File: src/rtl/wr_arbiter.sv
// Round-robin write-port arbiter: NREQ requesters share one enable-register bank
// (reg_d_o -> flop d, reg_en_o -> flop en). Each owner may write at most MAX_BURST
// consecutive beats before the port is re-arbitrated.
// Optional macro WR_FIXED_PRIO_EN: the pointer stays at 0, so the lowest asserted index
// always wins each selection.

`ifndef WIDTH
`define WIDTH 8
`endif
`ifndef Enable
`define Enable 1'b1
`endif
`ifndef Disable
`define Disable 1'b0
`endif

module wr_arbiter #(
   parameter int unsigned NREQ      = 4,
   parameter int unsigned W         = `WIDTH,
   parameter int unsigned MAX_BURST = 4
) (
   input  logic              clk,
   input  logic              rst_n,
   input  logic [NREQ-1:0]   req_i,
   input  logic [NREQ*W-1:0] din_i,
   output logic [NREQ-1:0]   gnt_o,
   output logic [W-1:0]      reg_d_o,
   output logic              reg_en_o,
   output logic              busy_o
);

   localparam int unsigned IdxW = $clog2(NREQ);
   localparam int unsigned CntW = $clog2(MAX_BURST + 1);
`ifdef WR_FIXED_PRIO_EN
   localparam bit FixedPrio = 1'b1;
`else
   localparam bit FixedPrio = 1'b0;
`endif

   typedef enum logic [0:0] {StIdle, StGrant} state_e;

   state_e          state_q, state_d;
   logic [IdxW-1:0] ptr_q, ptr_d;
   logic [IdxW-1:0] owner_q, owner_d;
   logic [CntW-1:0] burst_cnt_q, burst_cnt_d;
   logic [NREQ-1:0] gnt_q, gnt_d;
   logic [W-1:0]    reg_d_q, reg_d_d;

   logic [IdxW-1:0] owner_inc;
   logic [IdxW-1:0] ptr_rel;
   logic [IdxW-1:0] base;
   logic [IdxW-1:0] win;
   logic            win_vld;
   int              idx;

   // Winner search starts at the pointer the next release would use, so a release and
   // a fresh selection happen in the same cycle without a bubble.
   always_comb begin
      owner_inc = (owner_q == IdxW'(NREQ - 1)) ? '0 : owner_q + 1'b1;
      ptr_rel   = FixedPrio ? '0 : owner_inc;
      base      = (state_q == StGrant) ? ptr_rel : ptr_q;
      win       = '0;
      win_vld   = 1'b0;
      idx       = 0;
      for (int k = 0; k < int'(NREQ); k++) begin
         idx = int'(base) + k;
         if (idx >= int'(NREQ)) idx = idx - int'(NREQ);
         if (!win_vld && req_i[IdxW'(idx)]) begin
            win_vld = 1'b1;
            win     = IdxW'(idx);
         end
      end
   end

   // Next-state: keep the owner while it requests and the burst is not exhausted,
   // otherwise release and hand over to the next winner (possibly the same requester).
   always_comb begin
      state_d     = state_q;
      ptr_d       = ptr_q;
      owner_d     = owner_q;
      burst_cnt_d = burst_cnt_q;
      gnt_d       = gnt_q;
      reg_d_d     = reg_d_q;
      unique case (state_q)
         StIdle: begin
            gnt_d = '0;
            if (win_vld) begin
               state_d     = StGrant;
               owner_d     = win;
               gnt_d       = NREQ'(1) << win;
               reg_d_d     = din_i[win*W +: W];
               burst_cnt_d = CntW'(1);
            end
         end
         StGrant: begin
            if (req_i[owner_q] && (burst_cnt_q < CntW'(MAX_BURST))) begin
               burst_cnt_d = burst_cnt_q + 1'b1;
               reg_d_d     = din_i[owner_q*W +: W];
            end else begin
               ptr_d = ptr_rel;
               if (win_vld) begin
                  owner_d     = win;
                  gnt_d       = NREQ'(1) << win;
                  reg_d_d     = din_i[win*W +: W];
                  burst_cnt_d = CntW'(1);
               end else begin
                  state_d     = StIdle;
                  gnt_d       = '0;
                  burst_cnt_d = '0;
               end
            end
         end
         default: state_d = StIdle;
      endcase
   end

   // State and output registers; reset clears outputs immediately.
   always_ff @(posedge clk or negedge rst_n) begin
      if (!rst_n) begin
         state_q     <= StIdle;
         ptr_q       <= '0;
         owner_q     <= '0;
         burst_cnt_q <= '0;
         gnt_q       <= '0;
         reg_d_q     <= '0;
      end else begin
         state_q     <= state_d;
         ptr_q       <= ptr_d;
         owner_q     <= owner_d;
         burst_cnt_q <= burst_cnt_d;
         gnt_q       <= gnt_d;
         reg_d_q     <= reg_d_d;
      end
   end

   // Enable follows the registered grant, so it is never asserted without an owner.
   always_comb begin
      gnt_o    = gnt_q;
      reg_d_o  = reg_d_q;
      reg_en_o = (gnt_q != '0) ? `Enable : `Disable;
      busy_o   = (state_q == StGrant);
   end

endmodule

File: config.mk
export PLATFORM = sky130hd
export DESIGN_NAME = wr_arbiter
export DESIGN_NICKNAME = d
export VERILOG_FILES = /design/src/rtl/wr_arbiter.sv
export SDC_FILE = /design/constraint.sdc
export NUM_CORES = 1
export LEC_CHECK = 0
export CAP_MARGIN = 25
export CELL_PAD_IN_SITES_DETAIL_PLACEMENT = 1
export CELL_PAD_IN_SITES_GLOBAL_PLACEMENT = 1
export CORE_UTILIZATION = 31
export CTS_CLUSTER_DIAMETER = 50
export DETAILED_ROUTE_END_ITERATION = 10
export GPL_TIMING_DRIVEN = 0
export PLACE_DENSITY = 0.84
export SYNTH_ARGS = -nofsm -noshare
export SYNTH_HDL_FRONTEND = slang
export SYNTH_SLANG_ARGS = --single-unit
File: constraint.sdc
create_clock -name clk -period 2.15 [get_ports clk]
set_input_delay 0.5375 -clock clk [delete_from_list [all_inputs] [get_ports clk]]
set_output_delay 0.5375 -clock clk [all_outputs]
set_load 0.005 [all_outputs]
### Yosys cells after proc, flatten, opt, wreduce, memory -nomap -nowiden

Cells that the tools add are included.

* $add $sub $neg: 9
* order comparisons: 10
* equal/unequal tests: 3
* shift-type cells: 3
* mux-type cells: 45
* bitwise gates (word level): 2
* reduce and logical (&&, ||, !) cells: 9

Operators with widths (count)
* $shiftx A32 B6 Y8: 2
* $mux W2: 12
* $mux W1: 17
* $lt A2 B4 Y1 const B: 4
* $mux W8: 2
* $pmux W8 S2: 1
* $bmux W1 S2: 5
* $ge A3 B3 Y1 const B: 3
* $mux W4: 2
* $pmux W4 S2: 1
* $sub A2 B1 Y2 const B: 4
* $add A2 B2 Y3 const B: 2
* $mux W3: 2
* $pmux W3 S2: 1
* $logic_and A1 B1 Y1: 4
* $ne A2 B2 Y1 const B: 2
* $pmux W2 S2: 1
* $reduce_bool A4 Y1: 1
* $shl A1 B2 Y4 const A: 1
* $add A2 B1 Y3 const B: 1
* $add A3 B1 Y3 const B: 1
* $ge A2 B3 Y1 const B: 1
* $logic_not A1 Y1: 3
* $lt A2 B3 Y1 const B: 1
* 6 further kinds: 7

* flip-flop bits (word level): 20
* input bits: 38
* output and inout bits: 14
* logic and storage cells: 87

### Depth between registers and ports, before layout

Gate-level depths: netlist (run 1).

* word-level depth: 22
* gate-level depth with buffers: 9
* mapped depth without buffers: 7

### Worst setup path before layout (run 1)

Ideal clock, no wire load.

* kind: register -> register
* start: reg owner_q[0]
* end: reg reg_d_q[1] (netlist: reg_d_o[1])
* library setup time: 0.134 ns
* arrival time: 1.979 ns
* required time: 2.016 ns
* path slack: 0.037 ns
* cell stages (with the launch flop): 9
* buffers on the path: 1
* clock period less this slack: 2.113 ns
* path through: dfrtp_1 -> ha_1 -> mux2i_4 -> a21boi_0 -> o22a_1 -> buf_4 -> and3_1 -> a2111oi_2 -> a311oi_1

* word-level cells in the longest chain between the ends: 22
* elaborated cells on any way between the ends: 53
* those cells by class: add/sub: 8; order compare: 4; eq/ne: 1; shift: 2; mux: 31; reduce/logical: 7

RTL lines
* start: declaration: line 44 `logic [IdxW-1:0] owner_q, owner_d;`
* start signal: assignment: line 129 `owner_q <= owner_d;`
* $add A2 B1 Y2 or $eq A2 B2 Y1 (tied branches): line 59 `owner_inc = (owner_q == IdxW'(NREQ - 1)) ? '0 : owner_q + 1'b1;`
* $mux W2 (*): line 59
* named net owner_inc[1]: line 49 `logic [IdxW-1:0] owner_inc;`
* $mux W2 (*): line 61 `base = (state_q == StGrant) ? ptr_rel : ptr_q;`
* branches (longest 16 deep; another with $add A2 B1 Y3)
* $mux W8 (*): line 87, 101
* $mux W8: line 96 `if (req_i[owner_q] && (burst_cnt_q < CntW'(MAX_BURST))) begin`
* $pmux W8 S2 (*): line 84 `unique case (state_q)`
* named net reg_d_d[1]: line 47 `logic [W-1:0] reg_d_q, reg_d_d;`
* end signal: assignment: line 132 `reg_d_q <= reg_d_d;`
* end: declaration: line 47

Mark *: on every way through the listed nets, which the timed path passes. The select of a mux whose other input is x is not followed.
A chain may end at the register's enable or synchronous reset.

### Worst setup path in the final report (run 1)

* start: reg owner_q[1]
* end: reg reg_d_q[5] (netlist: reg_d_o[5])

* word-level cells in the longest chain between the ends: 22
* elaborated cells on any way between the ends: 53
* those cells by class: add/sub: 8; order compare: 4; eq/ne: 1; shift: 2; mux: 31; reduce/logical: 7

RTL lines (line)
* branches (longest 21 deep; another with $add A2 B1 Y3)
* $pmux W8 S2 (*): 84
* named net reg_d_d[5]: 47

Marked as above.

==> results_dict.tcl, run 1 <==
set metrics [dict create \
    status "complete, no violations" \
    min_path_cells 1 \
    ys_warn_count 0 \
    num_rows 24 \
    cts_buffers 3 \
    cts.path.max_buffers 2 \
    synthArstFlopShare 1.00 \
    io_pins 52 \
    power_switching_uw 1370 \
    grt_max_degree 21 \
    fin_crit_ns 2.15 \
    r2r_end "reg_d_o[5]" \
    clock_skew_ns 0.00185 \
    p_seq_frac 0.206 \
    postSynthAreaPerCell_sq_um 10.2 \
    die_y_um 71.6 \
    worst_slack_ns 0.00390 \
    synth_area_sq_um 1500 \
    die-area_sq_um 5130 \
    pwr-share-comb 0.721 \
    drt_iter0_drc 58 \
    tightest_slew_ns 0.911 \
    core_sq_um 4500 \
    hold_class "register to register" \
    via_per_inst 5.87 \
    dr.pass1.iters 4 \
    diodes 0 \
    nFillCells 498 \
    place_congestion 0.812 \
    cts_root_buffer "clkbuf_8" \
    routed_wl_um 4980 \
    worstSetupStartpoint "owner_q[1]" \
    grt_pass1_vias 1575 \
    cts.sinks 20 \
    grt_pass1_wl_um 7980 \
    ys_ff_latch 20 \
    wl_per_cell_um 19.0 \
    io_buffers 51 \
    setup_viol 0 \
    clk_pin_slew_ns 0.07 \
    maxCapViolCount 0 \
    hpwl_um 3580 \
    drive_gt1_frac 0.251 \
    ir_drop_mv 0.531 \
    slew_viol_final 0 \
    die_width_um 71.6 \
    cts_tree "built" \
    rsz0062_at_grt "true" \
    fmax_ghz 0.466 \
    syn_nets 188 \
    slowest_delay_ns 0.43 \
    grt_overflow 0 \
    hold_viol_final 0 \
    endpoint_kind "register" \
    crit_path_cell_trace "ha_4, or3b_4, and3_4, o21ai_4, nand2_4, mux2i_1, o311ai_0" \
    p_sw_frac 0.413 \
    dp_slack_ns -0.666 \
    power_leakage_uw 0.000915 \
    initial_core_util 0.334 \
    arrival_ns 2.28 \
    vias 1543 \
    regToRegSetupSlack_ns 0.004 \
    syn_inst 148 \
    internal_power_uw 1950 \
    antenna_left 0 \
    syn_to_final_growth_pct 55.0 \
    cp_max_fo 6 \
    synthFlopType "dfrtp_1" \
    power_density_nw_per_um2 1430 \
    setup_tns_ns 0 \
    synth_edf_count 0 \
    synth_cell_types 47 \
    ys_seq_area_frac 0.333 \
    cpMaxStageDelayCell "dfrtp_1" \
    critPathRequiredTime_ns 2.28 \
    final_nets 253 \
    r2r_cells 7 \
    finalCritPeriodShare 0.998 \
    clock_power_share 0.073 \
    critPathKind "register to register" \
    worstSkewPairLatency_ns 0.26 \
    r2r-start "owner_q[1]" \
    grt_usage 0.203 \
    post-route-drc-count 0 \
    max_slew_margin 0.391 \
    htreeDepth 1 \
    antenna_found_initial 0 \
    endpoint "reg_d_o[5]" \
    worstSetupStartpointType "register" \
]
[synthesized netlist by cell type (4+ instances only)]
| master | instances | area share |
|---|---|---|
| a21o_1 | 7 | 0.035 |
| a21oi_1 | 8 | 0.027 |
| a31oi_1 | 6 | 0.025 |
| dfrtp_1 | 20 | 0.33 |
| inv_1 | 4 | 0.010 |
| mux4_2 | 9 | 0.13 |
| nand2_1 | 7 | 0.017 |
| nand3_1 | 14 | 0.047 |
| nor2_1 | 6 | 0.015 |
| o21ai_0 | 10 | 0.033 |
| o22ai_1 | 9 | 0.037 |
[metrics by stage]
stage | instances | hold WS, ns | cell area (sq um) | util | power [uW]
after detailed placement | 251 | 0.500 | 2080 | 0.461 | 2630
after CTS | 260 | 0.524 | 2210 | 0.491 | 3060
after global routing | 263 | 0.556 | 2330 | 0.517 | 3540
after global placement | 251 | 0.496 | 2080 | 0.461 | 2570
final | 263 | 0.520 | 2330 | 0.517 | 3320
after floorplan | 148 | 0.242 | 1500 | - | 1960
[logic make-up (layout without fill, tap and decap cells)]
kind of cell	Yosys count	in the layout	synth area share
compound gates	56	56	0.258
simple gates	44	44	0.167
flops	20	20	0.333
mux	14	14	0.178
buf+inv	12	75	0.0466
fa+ha+maj	2	2	0.0167
[registers in the layout (all words and copies together) (netlist names)]
register     count
ptr_q            2
gnt_o            4
reg_d_o          8
burst_cnt_q      3
busy_o           1
owner_q          2
[worst max-delay path, delay by kind of cell, from the launching register on]
family / cells / cell delay [ns]
simple gates: 3 / 0.72
compound gates: 2 / 0.56
flops: 1 / 0.43
fa+ha+maj: 1 / 0.18
mux: 1 / 0.13
[layer usage]
| layer | global-route usage | wire length, um | up-vias |
|---|---|---|---|
| met2 | 0.348 | 2530 | 58 |
| met3 | 0.0408 | 227 | 2 |
| met4 | 0.0327 | 30 | 0 |
| met5 | 0 | 0 | - |
| li1 | - | - | 715 |
| met1 | 0.272 | 2190 | 768 |
[power groups by stage]
stage	logic [uW]	registers, uW	clock network [uW]
floorplan	1300	661	0
global placement	1890	672	0
detailed placement	1950	681	0
CTS	2120	688	249
global route	2570	705	265
finish	2390	685	242
[cells in the final DEF, fill, tap and decap left out, types with 2 or more instances in the layout]
master           count
clkdlybuf4s50_1     46
dfrtp_1             19
nand3_1             13
o21ai_0              9
mux4_2               9
o22ai_1              9
a21oi_1              8
nand2_1              7
a21o_1               7
buf_6                6
nor2_1               6
a31oi_1              6
buf_4                6
inv_1                4
clkbuf_8             3
and3_4               2
o21ai_1              2
a211o_1              2
clkbuf_1             2
mux2i_1              2
a22o_1               2
mux2_2               2
clkbuf_2             2
dlygate4sd2_1        2
[layout make-up]
class	count	area, sq um	area share
inverter	4	15.0	0.00645
multi-input combinational	116	1030	0.441
timing repair buffer	60	601	0.258
sequential	20	502	0.215
clock buffer	3	41.3	0.0177
tap	52	65.1	0.0279
buffer	8	78.8	0.0339
[timing repair]
item / in CTS / in global routing
resized for setup: 18 / 19
buffers inserted: 6 / 2
endpoints found under the setup margin: 19 / 11
cloned: 0 / 1
hold buffers: 0 / 0
pin swaps: 2 / 10
[worst min path at each step]
stage	from	endpoint	slack, ns
6_report	ptr_q[0]	ptr_q[0]	0.52
5_1_grt	gnt_o[1]	gnt_o[1]	0.56
4_1_cts	ptr_q[0]	ptr_q[0]	0.52
3_5_place_dp	ptr_q[0]	ptr_q[0]	0.50
3_3_place_gp	ptr_q[0]	ptr_q[0]	0.50
2_1_floorplan	rst_n	burst_cnt_q[0]	0.24
No activity file was read; power rests on OpenSTA's default activity.
==> inputs of run 2 (changes only) <==
Settings changed: CAP_MARGIN 25 to unset.
==> results of run 2 <==
Final layout, timing and power as in run 1 (identical DEF).
